--- src/rtl/cp_outbuf_rd_stream_if.sv ---
// Bundle of the streamer's control, OutBuf read-port and output-stream signals.
//   master : the streamer (drives status, read strobe/address, stream word)
//   slave  : the environment (drives start request, read data, sink ready)
interface cp_outbuf_rd_stream_if #(
  parameter int unsigned ADDR_W = 9,
  parameter int unsigned DATA_W = 32
);
  logic              iStart;
  logic [ADDR_W-1:0] iStartAddr;
  logic [ADDR_W:0]   iWordCnt;
  logic              oBusy;
  logic              oDone;
  logic              oRdEn_OutBuf;
  logic [ADDR_W-1:0] oRdAddr_OutBuf;
  logic [DATA_W-1:0] iRdDt_OutBuf;
  logic              oTxValid;
  logic              iTxReady;
  logic [DATA_W-1:0] oTxData;
  logic              oTxLast;

  modport master (
    input  iStart, iStartAddr, iWordCnt, iRdDt_OutBuf, iTxReady,
    output oBusy, oDone, oRdEn_OutBuf, oRdAddr_OutBuf, oTxValid, oTxData, oTxLast
  );

  modport slave (
    output iStart, iStartAddr, iWordCnt, iRdDt_OutBuf, iTxReady,
    input  oBusy, oDone, oRdEn_OutBuf, oRdAddr_OutBuf, oTxValid, oTxData, oTxLast
  );
endinterface

--- src/rtl/cp_outbuf_rd_stream.sv ---
// OutBuf read streamer: on a start request issues sequential word reads on the
// OutBuf read port and forwards the returned words as a valid/ready stream
// with last-word marking. A credit-limited FIFO absorbs the one-cycle read
// latency and sink backpressure.
// Ports:
//   iClk, iRst : clock, synchronous active-high reset
//   bus        : master side of cp_outbuf_rd_stream_if (start/status,
//                OutBuf read port, output stream)
module cp_outbuf_rd_stream #(
  parameter int unsigned FIFO_DEPTH = 4,
  parameter int unsigned ADDR_W     = 9,
  parameter int unsigned DATA_W     = 32
) (
  input  logic                      iClk,
  input  logic                      iRst,
  cp_outbuf_rd_stream_if.master     bus
);

  localparam int unsigned PTR_W = $clog2(FIFO_DEPTH);
  localparam int unsigned CNT_W = PTR_W + 1;
  localparam int unsigned SUM_W = CNT_W + 1;
  localparam int unsigned WC_W  = ADDR_W + 1;

  typedef enum logic [1:0] {IDLE, RUN, DRAIN, DONE} state_t;

  state_t            state, state_nxt;
  logic [ADDR_W-1:0] addr;
  logic [WC_W-1:0]   issue_rem;
  logic [WC_W-1:0]   tx_rem, tx_rem_nxt;
  logic              pend;
  logic [DATA_W-1:0] mem [FIFO_DEPTH];
  logic [PTR_W-1:0]  wr_ptr, rd_ptr;
  logic [CNT_W-1:0]  fifo_cnt, fifo_cnt_nxt;
  logic              tx_valid, tx_last, busy, done;
  logic              rd_en_c, start_c, pop_c, fin_c, credit_c;

  // Next-state, read strobe and counter updates
  always_comb begin
    state_nxt    = state;
    rd_en_c      = 1'b0;
    start_c      = 1'b0;
    pop_c        = tx_valid && bus.iTxReady;
    fin_c        = pop_c && (tx_rem == WC_W'(1));
    // Words already buffered plus the one in flight must leave room for another
    credit_c     = (SUM_W'(fifo_cnt) + SUM_W'(pend)) < SUM_W'(FIFO_DEPTH);
    fifo_cnt_nxt = fifo_cnt;
    tx_rem_nxt   = tx_rem;

    case (state)
      IDLE: begin
        if (bus.iStart) begin
          start_c   = 1'b1;
          state_nxt = (bus.iWordCnt == '0) ? DONE : RUN;
        end
      end
      RUN: begin
        rd_en_c = (issue_rem != '0) && credit_c;
        if (fin_c)                  state_nxt = DONE;
        else if (issue_rem == '0)   state_nxt = DRAIN;
      end
      DRAIN: begin
        if (fin_c) state_nxt = DONE;
      end
      DONE:    state_nxt = IDLE;
      default: state_nxt = IDLE;
    endcase

    case ({pend, pop_c})
      2'b10:   fifo_cnt_nxt = fifo_cnt + CNT_W'(1);
      2'b01:   fifo_cnt_nxt = fifo_cnt - CNT_W'(1);
      default: fifo_cnt_nxt = fifo_cnt;
    endcase

    if (start_c)    tx_rem_nxt = bus.iWordCnt;
    else if (pop_c) tx_rem_nxt = tx_rem - WC_W'(1);
  end

  // State register
  always_ff @(posedge iClk) begin
    if (iRst) state <= IDLE;
    else      state <= state_nxt;
  end

  // Address/count tracking, FIFO storage and registered stream/status outputs
  always_ff @(posedge iClk) begin
    if (iRst) begin
      addr      <= '0;
      issue_rem <= '0;
      tx_rem    <= '0;
      pend      <= 1'b0;
      wr_ptr    <= '0;
      rd_ptr    <= '0;
      fifo_cnt  <= '0;
      tx_valid  <= 1'b0;
      tx_last   <= 1'b0;
      busy      <= 1'b0;
      done      <= 1'b0;
      for (int unsigned i = 0; i < FIFO_DEPTH; i++) mem[i] <= '0;
    end else begin
      if (start_c) begin
        addr      <= bus.iStartAddr;
        issue_rem <= bus.iWordCnt;
      end else if (rd_en_c) begin
        addr      <= addr + ADDR_W'(1);
        issue_rem <= issue_rem - WC_W'(1);
      end
      // pend marks that read data arrives on the port this cycle
      pend <= rd_en_c;
      if (pend) begin
        mem[wr_ptr] <= bus.iRdDt_OutBuf;
        wr_ptr      <= wr_ptr + PTR_W'(1);
      end
      if (pop_c) rd_ptr <= rd_ptr + PTR_W'(1);
      fifo_cnt <= fifo_cnt_nxt;
      tx_rem   <= tx_rem_nxt;
      tx_valid <= (fifo_cnt_nxt != '0);
      tx_last  <= (fifo_cnt_nxt != '0) && (tx_rem_nxt == WC_W'(1));
      busy     <= (state_nxt != IDLE);
      done     <= (state_nxt == DONE);
    end
  end

  assign bus.oBusy          = busy;
  assign bus.oDone          = done;
  assign bus.oRdEn_OutBuf   = rd_en_c;
  assign bus.oRdAddr_OutBuf = addr;
  assign bus.oTxValid       = tx_valid;
  assign bus.oTxData        = mem[rd_ptr];
  assign bus.oTxLast        = tx_last;

endmodule
--- src/flat_wrapper.sv ---
// flat-port wrapper written by rule: the top's interface ports become plain ports
module cp_outbuf_rd_stream_flat 
#(
  parameter int unsigned FIFO_DEPTH = 4,
  parameter int unsigned ADDR_W     = 9,
  parameter int unsigned DATA_W     = 32
)
  (iClk, iRst, bus_iStart, bus_iStartAddr, bus_iWordCnt, bus_iRdDt_OutBuf, bus_iTxReady, bus_oBusy, bus_oDone, bus_oRdEn_OutBuf, bus_oRdAddr_OutBuf, bus_oTxValid, bus_oTxData, bus_oTxLast);
  cp_outbuf_rd_stream_if #(.ADDR_W(ADDR_W), .DATA_W(DATA_W)) bus_i ();
  input  logic iClk;
  input  logic iRst;
  input wire logic [$bits(bus_i.iStart)-1:0] bus_iStart;
  input wire logic [$bits(bus_i.iStartAddr)-1:0] bus_iStartAddr;
  input wire logic [$bits(bus_i.iWordCnt)-1:0] bus_iWordCnt;
  input wire logic [$bits(bus_i.iRdDt_OutBuf)-1:0] bus_iRdDt_OutBuf;
  input wire logic [$bits(bus_i.iTxReady)-1:0] bus_iTxReady;
  output wire logic [$bits(bus_i.oBusy)-1:0] bus_oBusy;
  output wire logic [$bits(bus_i.oDone)-1:0] bus_oDone;
  output wire logic [$bits(bus_i.oRdEn_OutBuf)-1:0] bus_oRdEn_OutBuf;
  output wire logic [$bits(bus_i.oRdAddr_OutBuf)-1:0] bus_oRdAddr_OutBuf;
  output wire logic [$bits(bus_i.oTxValid)-1:0] bus_oTxValid;
  output wire logic [$bits(bus_i.oTxData)-1:0] bus_oTxData;
  output wire logic [$bits(bus_i.oTxLast)-1:0] bus_oTxLast;
  assign bus_i.iStart = bus_iStart;
  assign bus_i.iStartAddr = bus_iStartAddr;
  assign bus_i.iWordCnt = bus_iWordCnt;
  assign bus_i.iRdDt_OutBuf = bus_iRdDt_OutBuf;
  assign bus_i.iTxReady = bus_iTxReady;
  assign bus_oBusy = bus_i.oBusy;
  assign bus_oDone = bus_i.oDone;
  assign bus_oRdEn_OutBuf = bus_i.oRdEn_OutBuf;
  assign bus_oRdAddr_OutBuf = bus_i.oRdAddr_OutBuf;
  assign bus_oTxValid = bus_i.oTxValid;
  assign bus_oTxData = bus_i.oTxData;
  assign bus_oTxLast = bus_i.oTxLast;
  cp_outbuf_rd_stream #(.FIFO_DEPTH(FIFO_DEPTH), .ADDR_W(ADDR_W), .DATA_W(DATA_W)) u_core (.iClk(iClk), .iRst(iRst), .bus(bus_i));
endmodule
--- config.mk ---
export PLATFORM = sky130hd
export DESIGN_NAME = cp_outbuf_rd_stream_flat
export DESIGN_NICKNAME = d
export VERILOG_FILES = /design/src/rtl/cp_outbuf_rd_stream_if.sv /design/src/rtl/cp_outbuf_rd_stream.sv /design/src/flat_wrapper.sv
export SDC_FILE = /design/constraint.sdc
export NUM_CORES = 1
export LEC_CHECK = 0
export CAP_MARGIN = 25
export CELL_PAD_IN_SITES_DETAIL_PLACEMENT = 1
export CELL_PAD_IN_SITES_GLOBAL_PLACEMENT = 1
export CORE_MARGIN = 10
export CORE_UTILIZATION = 45
export DETAILED_ROUTE_END_ITERATION = 12
export PLACE_DENSITY = 0.88
export SKIP_CTS_REPAIR_TIMING = 1
export SYNTH_ARGS = -nofsm -noshare
export SYNTH_HDL_FRONTEND = slang
export SYNTH_SLANG_ARGS = --single-unit
--- constraint.sdc ---
create_clock -name iClk -period 3.6 [get_ports iClk]
set_input_delay 1.08 -clock iClk [delete_from_list [all_inputs] [get_ports iClk]]
set_output_delay 1.08 -clock iClk [all_outputs]
set_load 0.05 [all_outputs]
# Word-level counts from Yosys, hierarchy flattened
# Memory sizes are Yosys's and may differ from the RTL's. A register that Yosys moved wholly into a read port is not among the register bits.
# Index checks and enable logic that the tools add are counted.
[word_totals]
reg_bits = 43
ramBits = 128
input_bits = 55
word_cells = 68
mem_count = 1
[mem_list]
columns = ["name", "depth", "width", "rd", "rd_clocked_by_memory_dff", "write_ports", "line_no", "rtl"]
rows = [
  ["u_core.mem", 4, 32, 1, 1, 4, "cp_outbuf_rd_stream.sv:31", "logic [DATA_W-1:0] mem [FIFO_DEPTH];"],
]
[classes]
n_addsub = 8
n_lt_le_gt_ge = 1
n_eq_ne = 8
mux = 26
reduce_logical = 12
[ops]
columns = ["cell", "count"]
rows = [
  ["2-to-1 mux 10 bit", 4],
  ["2-to-1 mux 32 bit", 1],
  ["OR reduction 32 bit", 1],
  ["equality test 10 x 1 -> 1 bit, second input constant", 2],
  ["zero test 10 bit", 2],
  ["subtractor 10 x 1 -> 10 bit, second input constant", 2],
  ["2-to-1 mux 9 bit", 2],
  ["2-to-1 mux 2 bit", 8],
  ["nonzero test 10 bit", 1],
  ["adder 9 x 1 -> 9 bit, second input constant", 1],
  ["2-to-1 mux 1 bit", 9],
  ["equality test 2 bit, second input constant", 4],
  ["one-hot mux 2 bit (4 select lines)", 1],
  ["one-hot mux 3 bit (2 select lines)", 1],
  ["adder 2 x 1 -> 2 bit, second input constant", 2],
  ["adder 3 x 1 -> 4 bit", 1],
  ["equality test 2 x 1 -> 1 bit, second input constant", 2],
  ["logical AND 1 bit", 4],
  ["< comparator 4 x 3 -> 1 bit, second input constant", 1],
  ["nonzero test 2 bit", 2],
  ["adder 3 x 1 -> 3 bit, second input constant", 1],
  ["nonzero test 3 bit", 1],
  ["subtractor 3 x 1 -> 3 bit, second input constant", 1],
  ["zero test 2 bit", 1],
]

# Longest topological paths before layout
# Gate-level depths: netlist of run 1.
[depth]
word_depth = 6
ltp_mapped = 10
ltp_nobuf = 10

# Least setup slack after synthesis of run 1
# No wires, ideal clock.
[synth_timing]
kind = "input port to flip-flop"
startpoint = "input port iRst"
endpoint = "memory u_core.mem[2][0], enable pin"
setup_ps = 428
arrival_ps = 2503
required_time_ps = 3172
setup_slack_ps = 669
cell_stages = 3
cell_sequence = "clkbuf_1 -> clkbuf_1 -> o21bai_1"
[synth_lines]
columns = ["element", "line_no", "rtl"]
rows = [
  ["from (decl)", "flat_wrapper.sv:11", "input logic iRst;"],
  ["to (decl)", "cp_outbuf_rd_stream.sv:31", ""],
]

# Worst setup path after layout of run 1
[layout_timing]
startpoint = "register u_core.issue_rem[0]"
endpoint = "output port bus_oRdEn_OutBuf"
[layout_between]
elab_chain_len = 3
[layout_rtl]
columns = ["element", "line_no", "rtl"]
rows = [
  ["from (decl)", "cp_outbuf_rd_stream.sv:28", "logic [WC_W-1:0] issue_rem;"],
  ["from (signal assigned)", "cp_outbuf_rd_stream.sv:102", "issue_rem <= bus.iWordCnt;"],
  ["from (signal assigned)", "cp_outbuf_rd_stream.sv:105", "issue_rem <= issue_rem - WC_W'(1);"],
  ["nonzero test 10 bit", "cp_outbuf_rd_stream.sv:57", "rd_en_c = (issue_rem != '0) && credit_c;"],
  ["logical AND 1 bit", "cp_outbuf_rd_stream.sv:57", ""],
  ["2-to-1 mux 1 bit", "cp_outbuf_rd_stream.sv:49", "case (state)"],
  ["to (decl)", "flat_wrapper.sv:19", "output wire logic [$bits(bus_i.oRdEn_OutBuf)-1:0] bus_oRdEn_OutBuf;"],
]
# Every way passes these cells.

==> results.ini, run 1 <==
[timing]
drv_slew=0
fin_ws_ns=0.3462
fmax_ghz=0.3073
finClkSkew_ns=0.005773
finalCriticalPeriod_ns=3.254
fin_crit_sh_pct=90.38
rsz0062_at_grt=false
setup_viol=0
hold_violations=0
tightest_slew_ns=0.8880
max_slew_margin_pct=40.80

[route]
vias=5495
viasPerCell=5.683
wl_mm=22.45
drt_iter0_drc=299
drcViolationCount=0
wl_per_cell_um=23.22
dr.pass1.iters=4
antenna_left=0

[clock_network]
root_buffer=clkbuf_16
clk_latency_ns=0.43
clock_path_buffers=2
cts_tree=yes
cts_buffers=17
path_clk_slew_ns=0.06
htreeDepth=4
cts.sinks=173

[placed_design]
dpl.hpwl_mm=15.59
port_buffers=100
gp_congestion=0.8643
place_ws_ns=0.2164
dpl_cell_area_um2=9455

[critical_path]
cp-end-kind=primary output
critical_path_class=register to primary output
worst_ep_required_time_ns=2.52
cpPeakStageDelay_ns=0.46
critPathLaunchType=register
crit_top_cell=inv_1
cp_max_fo=5
worstPathCellList=inv_1, ha_1, nor4b_2, nand3b_1, nand2_1, inv_1, dlymetal6s2s_1
cp.arrival_ns=2.17
critPathSlowestCell=dlymetal6s2s_1

[global_routing]
grt_pass1_wl_mm=35.32
grt_max_degree=42
track_usage_pct=20.42
grt_overflow=0
antenna_found_initial=0
grt_pass1_vias=6242

[synth]
async_flop_share_pct=0
avgSynthCellArea_um2=12.26
synth.most_common_cell=edfxtp_1
synthDistinctLibCells=56
synth-main-ff-cell=edfxtp_1
netlist_instances=630
synth_area_leaders=edfxtp_1, dfxtp_1, mux4_2
ys_seq_area_share_pct=61.44
ys_top_cells_by_count=edfxtp_1, nor2_1, nand2_1
yosysTopAreaCell=edfxtp_1
synth_warnings=0
synth_top_area_share_pct=49.77
synth_edf_count=128
synth.ff_latch_count=173
synthesis.nets=691
syn_area_um2=7722

[cells_and_area]
stdcell_area_um2=10030
num-nets-final=796
area_delta_synth_final_pct=29.88
fill_cells=1669
drive_gt1_share_pct=17.80
antennaDiodeCount=0

[floorplan]
die_area_um2=22800
die_w_um=151
rows=47
fp.coreArea_um2=16700
io_pins=101
initial_core_util_pct=46.24
die_y_um=151

[power]
powerDensity_nw_per_um2=629.1
ir_worst_vdd_mv=0.4683
total_power_mw=6.310
leakage_nw=3.770

[run]
maxCapViolCount=0

[min_path]
hp-class=register to register

[outcome]
status=completed

==> final timing paths <==
| kind | slack, ns | endpoint | start | cells after the start |
|---|---|---|---|---|
| worst max-delay path | 0.35 | bus_oRdEn_OutBuf | u_core.issue_rem[0] | 7 |
| worst min-delay path | 0.51 | u_core.issue_rem[0] | u_core.issue_rem[0] | 2 |
| worst min register to register | 0.51 | u_core.issue_rem[0] | u_core.issue_rem[0] | 2 |
| worst max register to register | 1.24 | u_core.bus.oRdAddr_OutBuf[4] | u_core.issue_rem[0] | 8 |
==> critical path, delay by kind of cell, from the launching register on <==
family	cells	cell delay [ns]
AND/OR/NAND/NOR	3	0.43
adder cells (fa/ha/maj)	1	0.22
buffers and inverters	3	0.73
flip-flops	1	0.36
==> cells in the final DEF (no fill, tap or decap), drive strengths merged, types with 3 or more instances in the layout <==
master,Yosys,layout
and2,33,33
nand2,52,52
xnor2,7,7
or3,6,6
o21bai,4,4
nor3b,3,3
nor4b,3,3
mux4,32,32
o211ai,4,4
o21ai,4,4
nand3,14,14
and3,4,4
xor2,6,6
nor2b,4,4
ha,5,5
dfxtp,45,45
nor3,11,11
clkbuf,26,18
a21oi,14,14
or4,8,8
nor4,12,12
edfxtp,128,128
clkdlybuf4s50,0,67
nor2,92,92
nand2b,5,5
buf,8,52
nand3b,3,3
inv,44,46
a31oi,12,12
or2,4,4
clkinv,1,8
o31ai,3,3
a211oi,10,10
==> metrics by stage <==
stage                     setup TNS [ns]  utilization, %  cells  hold slack [ns]
after floorplan                        0               -    630           0.4621
after global placement                 0           56.29    934           0.4739
after detailed placement               0           56.62    936           0.5048
after CTS                       -0.04876           60.04    967           0.5155
after global routing                   0           60.05    967           0.5363
final                                  0           60.05    967           0.5114
==> report_power, final <==
part | internal (mW) | switching (mW) | leakage [nW]
sequential | 2.35 | 0.197 | 1.69
clock | 1.02 | 0.775 | 0.273
combinational | 0.845 | 1.12 | 1.80
total | 4.22 | 2.09 | 3.77
==> registers in the layout, indices dropped and copies added, names as in the netlist, named ones only <==
name / count
u_core.bus.oTxLast: 1
u_core.bus.oDone: 1
u_core.state: 2
u_core.issue_rem: 10
u_core.rd_ptr: 2
u_core.bus.oTxValid: 1
u_core.fifo_cnt: 3
u_core.bus.oRdAddr_OutBuf: 9
u_core.mem: 128
u_core.wr_ptr: 2
u_core.tx_rem: 10
u_core.bus.oBusy: 1
u_core.pend: 1
==> cell families (layout without fill, tap and decap cells) <==
kind of cell,count (synthesis),count (layout),share of synthesized area (%)
xor+xnor,13,13,1.474
fa+ha+maj,6,6,1.069
flops,173,173,61.44
mux,34,34,9.608
buf+inv,79,196,3.856
simple gates,264,264,17.24
compound gates,61,61,5.314
==> cell type report <==
cell class,count,area [um2],area share [%]
sequential,173,4746,47.32
clock buffer,18,429.2,4.279
tap,220,275.3,2.745
multi-input combinational,378,2716,27.08
clock inverter,13,142.6,1.422
timing repair buffer,120,1551,15.47
inverter,45,168.9,1.684
==> layer usage <==
metal	wire [um]	global-route usage (%)	share of wire [%]	up-vias
li1	-	-	-	2488
met1	8432	22.20	38	2824
met2	12520	38.30	56	154
met3	1108	4.833	4.9	29
met4	386	6.208	1.7	0
met5	0	0	0	-
No activity file was read; power rests on OpenSTA's default activity.
==> run 2, diff against run 1 <==
- PLACE_DENSITY: 0.88 -> 0.87
==> run 2 against run 1 <==
Worst setup slack got worse by 0.19 ns. Power down 1.9%. Critical path depth fell by 4. Global-route usage decreased by 1.6 points. Worst hold slack worse by 0.014 ns. Largest cell class unchanged.
==> results.ini, run 2 (same netlist as run 1, synthesis figures left out) <==
[clock_network]
clk_latency_ns=0.43
cts.sinks=173
htreeDepth=4
cts_buffers=17
path_clk_slew_ns=0.07
cts_tree=yes
root_buffer=clkbuf_16
clock_path_buffers=2

[critical_path]
r2r_start=u_core.issue_rem[0]
cpPeakStageDelay_ns=0.73
worstPathCellList=buf_12, mux4_2, clkdlybuf4s50_1
cp_max_fo=32
cp_num_cells=3
critical_path_class=register to primary output
critPathSlowestCell=clkdlybuf4s50_1
cp.arrival_ns=2.36
crit_path_end=bus_oTxData[24]
reg2reg_to=u_core.bus.oRdAddr_OutBuf[6]
ff2ff_path_depth=8
critPathLaunchType=register
r2r_setup_slack_ns=1.34
path_buf_inv=2
cp-end-kind=primary output
worst_ep_required_time_ns=2.52
cp_top_family=buffers and inverters

[floorplan]
initial_core_util_pct=46.24
die_w_um=151
io_pins=101
fp.coreArea_um2=16700
die_area_um2=22800
rows=47
die_y_um=151

[placed_design]
port_buffers=100
place_ws_ns=0.1680
gp_congestion=0.8559
dpl.hpwl_mm=14.27
dpl_cell_area_um2=9106

[timing]
finClkSkew_ns=0.007804
fmax_ghz=0.2905
finalCriticalPeriod_ns=3.443
rsz0062_at_grt=false
setup_viol=0
fin_crit_sh_pct=95.63
hold_violations=0
drv_slew=0
holdWs_ns=0.4971
max_slew_margin_pct=35.87
tightest_slew_ns=0.9596
fin_ws_ns=0.1574

[route]
vias=5487
wl_per_cell_um=21.78
dr.pass1.iters=5
drt_iter0_drc=411
wl_mm=21.00
drcViolationCount=0
antenna_left=0
viasPerCell=5.692

[cells_and_area]
stdcell_area_um2=9721
area_delta_synth_final_pct=25.87
largest-register=u_core.mem
final_common_cell=edfxtp_1
antennaDiodeCount=0
largest_register_ffs=128
mostFrequentLayoutCells=edfxtp_1, clkdlybuf4s50_1, nor2_1
reg_top3=u_core.mem x128, u_core.issue_rem x10, u_core.tx_rem x10
num-nets-final=792
drive_gt1_share_pct=13.71

[run]
maxCapViolCount=0

[global_routing]
antenna_found_initial=0
grt_pass1_vias=6070
grt_overflow=0
grt_pass1_wl_mm=33.11
track_usage_pct=18.87
grt_max_degree=33

[min_path]
hp-class=register to register
hold_depth=2

[outcome]
status=completed

[power]
leakage_nw=3.600
powerDensity_nw_per_um2=636.6
ir_worst_vdd_mv=0.4103
total_power_mw=6.188

run 2: cell types whose count changed in the layout (fill, tap and decap cells not counted), sizes merged:
cell / before / now
buf: 52 / 17
bufinv: 2 / 3
clkdlybuf4s50: 67 / 98
clkinv: 8 / 6
inv: 46 / 48
run 2: per-layer routing:
metal	global-route usage, %	routed length [um]	vias up
met5	0	0	-
met4	6.015	338	0
met3	4.415	1219	32
met2	32.97	10740	172
met1	22.52	8700	2800
li1	-	-	2483
run 2: stage by stage:
step	util (%)	setup TNS, ns	cells
after floorplan	-	0	630
after global placement	54.20	0	930
after detailed placement	54.53	0	932
after CTS	58.19	-0.02954	964
after global routing	58.20	0	964
final	58.20	0	964
run 2: area by class of cell:
cell class                      instances  area, um2
Sequential cell                       173       4747
Clock buffer                           18      429.2
Timing Repair Buffer                  116       1199
Clock inverter                         14      182.7
Inverter                               45      168.9
Fill cell                            1682       6980
Tap cell                              220      275.3
Multi-Input combinational cell        378       2719
run 2: worst min-delay path by stage:
stage,from,end,slack (ns)
after global placement,u_core.issue_rem[1],u_core.issue_rem[1],0.47
after floorplan,u_core.issue_rem[1],u_core.issue_rem[1],0.46
after global routing,u_core.issue_rem[1],u_core.issue_rem[1],0.54
after detailed placement,u_core.issue_rem[0],u_core.issue_rem[0],0.49
final,u_core.issue_rem[0],u_core.issue_rem[0],0.50
after CTS,u_core.issue_rem[0],u_core.issue_rem[0],0.50
run 2: worst register-to-register path: cells and delay by family, from the launching register on:
family / cells / cell delay [ns]
and+or+nand+nor: 4 / 1.20
adders and majority gates: 1 / 0.21
AOI/OAI and AO/OA: 1 / 0.15
buffers and inverters: 2 / 0.24
DFF: 1 / 0.36
run 2: power by group:
part           leakage (nW)  switching (mW)  total, mW  internal, mW
clock network         0.293           0.798       1.90          1.11
logic                  1.61            1.08       1.75         0.678
registers              1.69           0.175       2.53          2.35
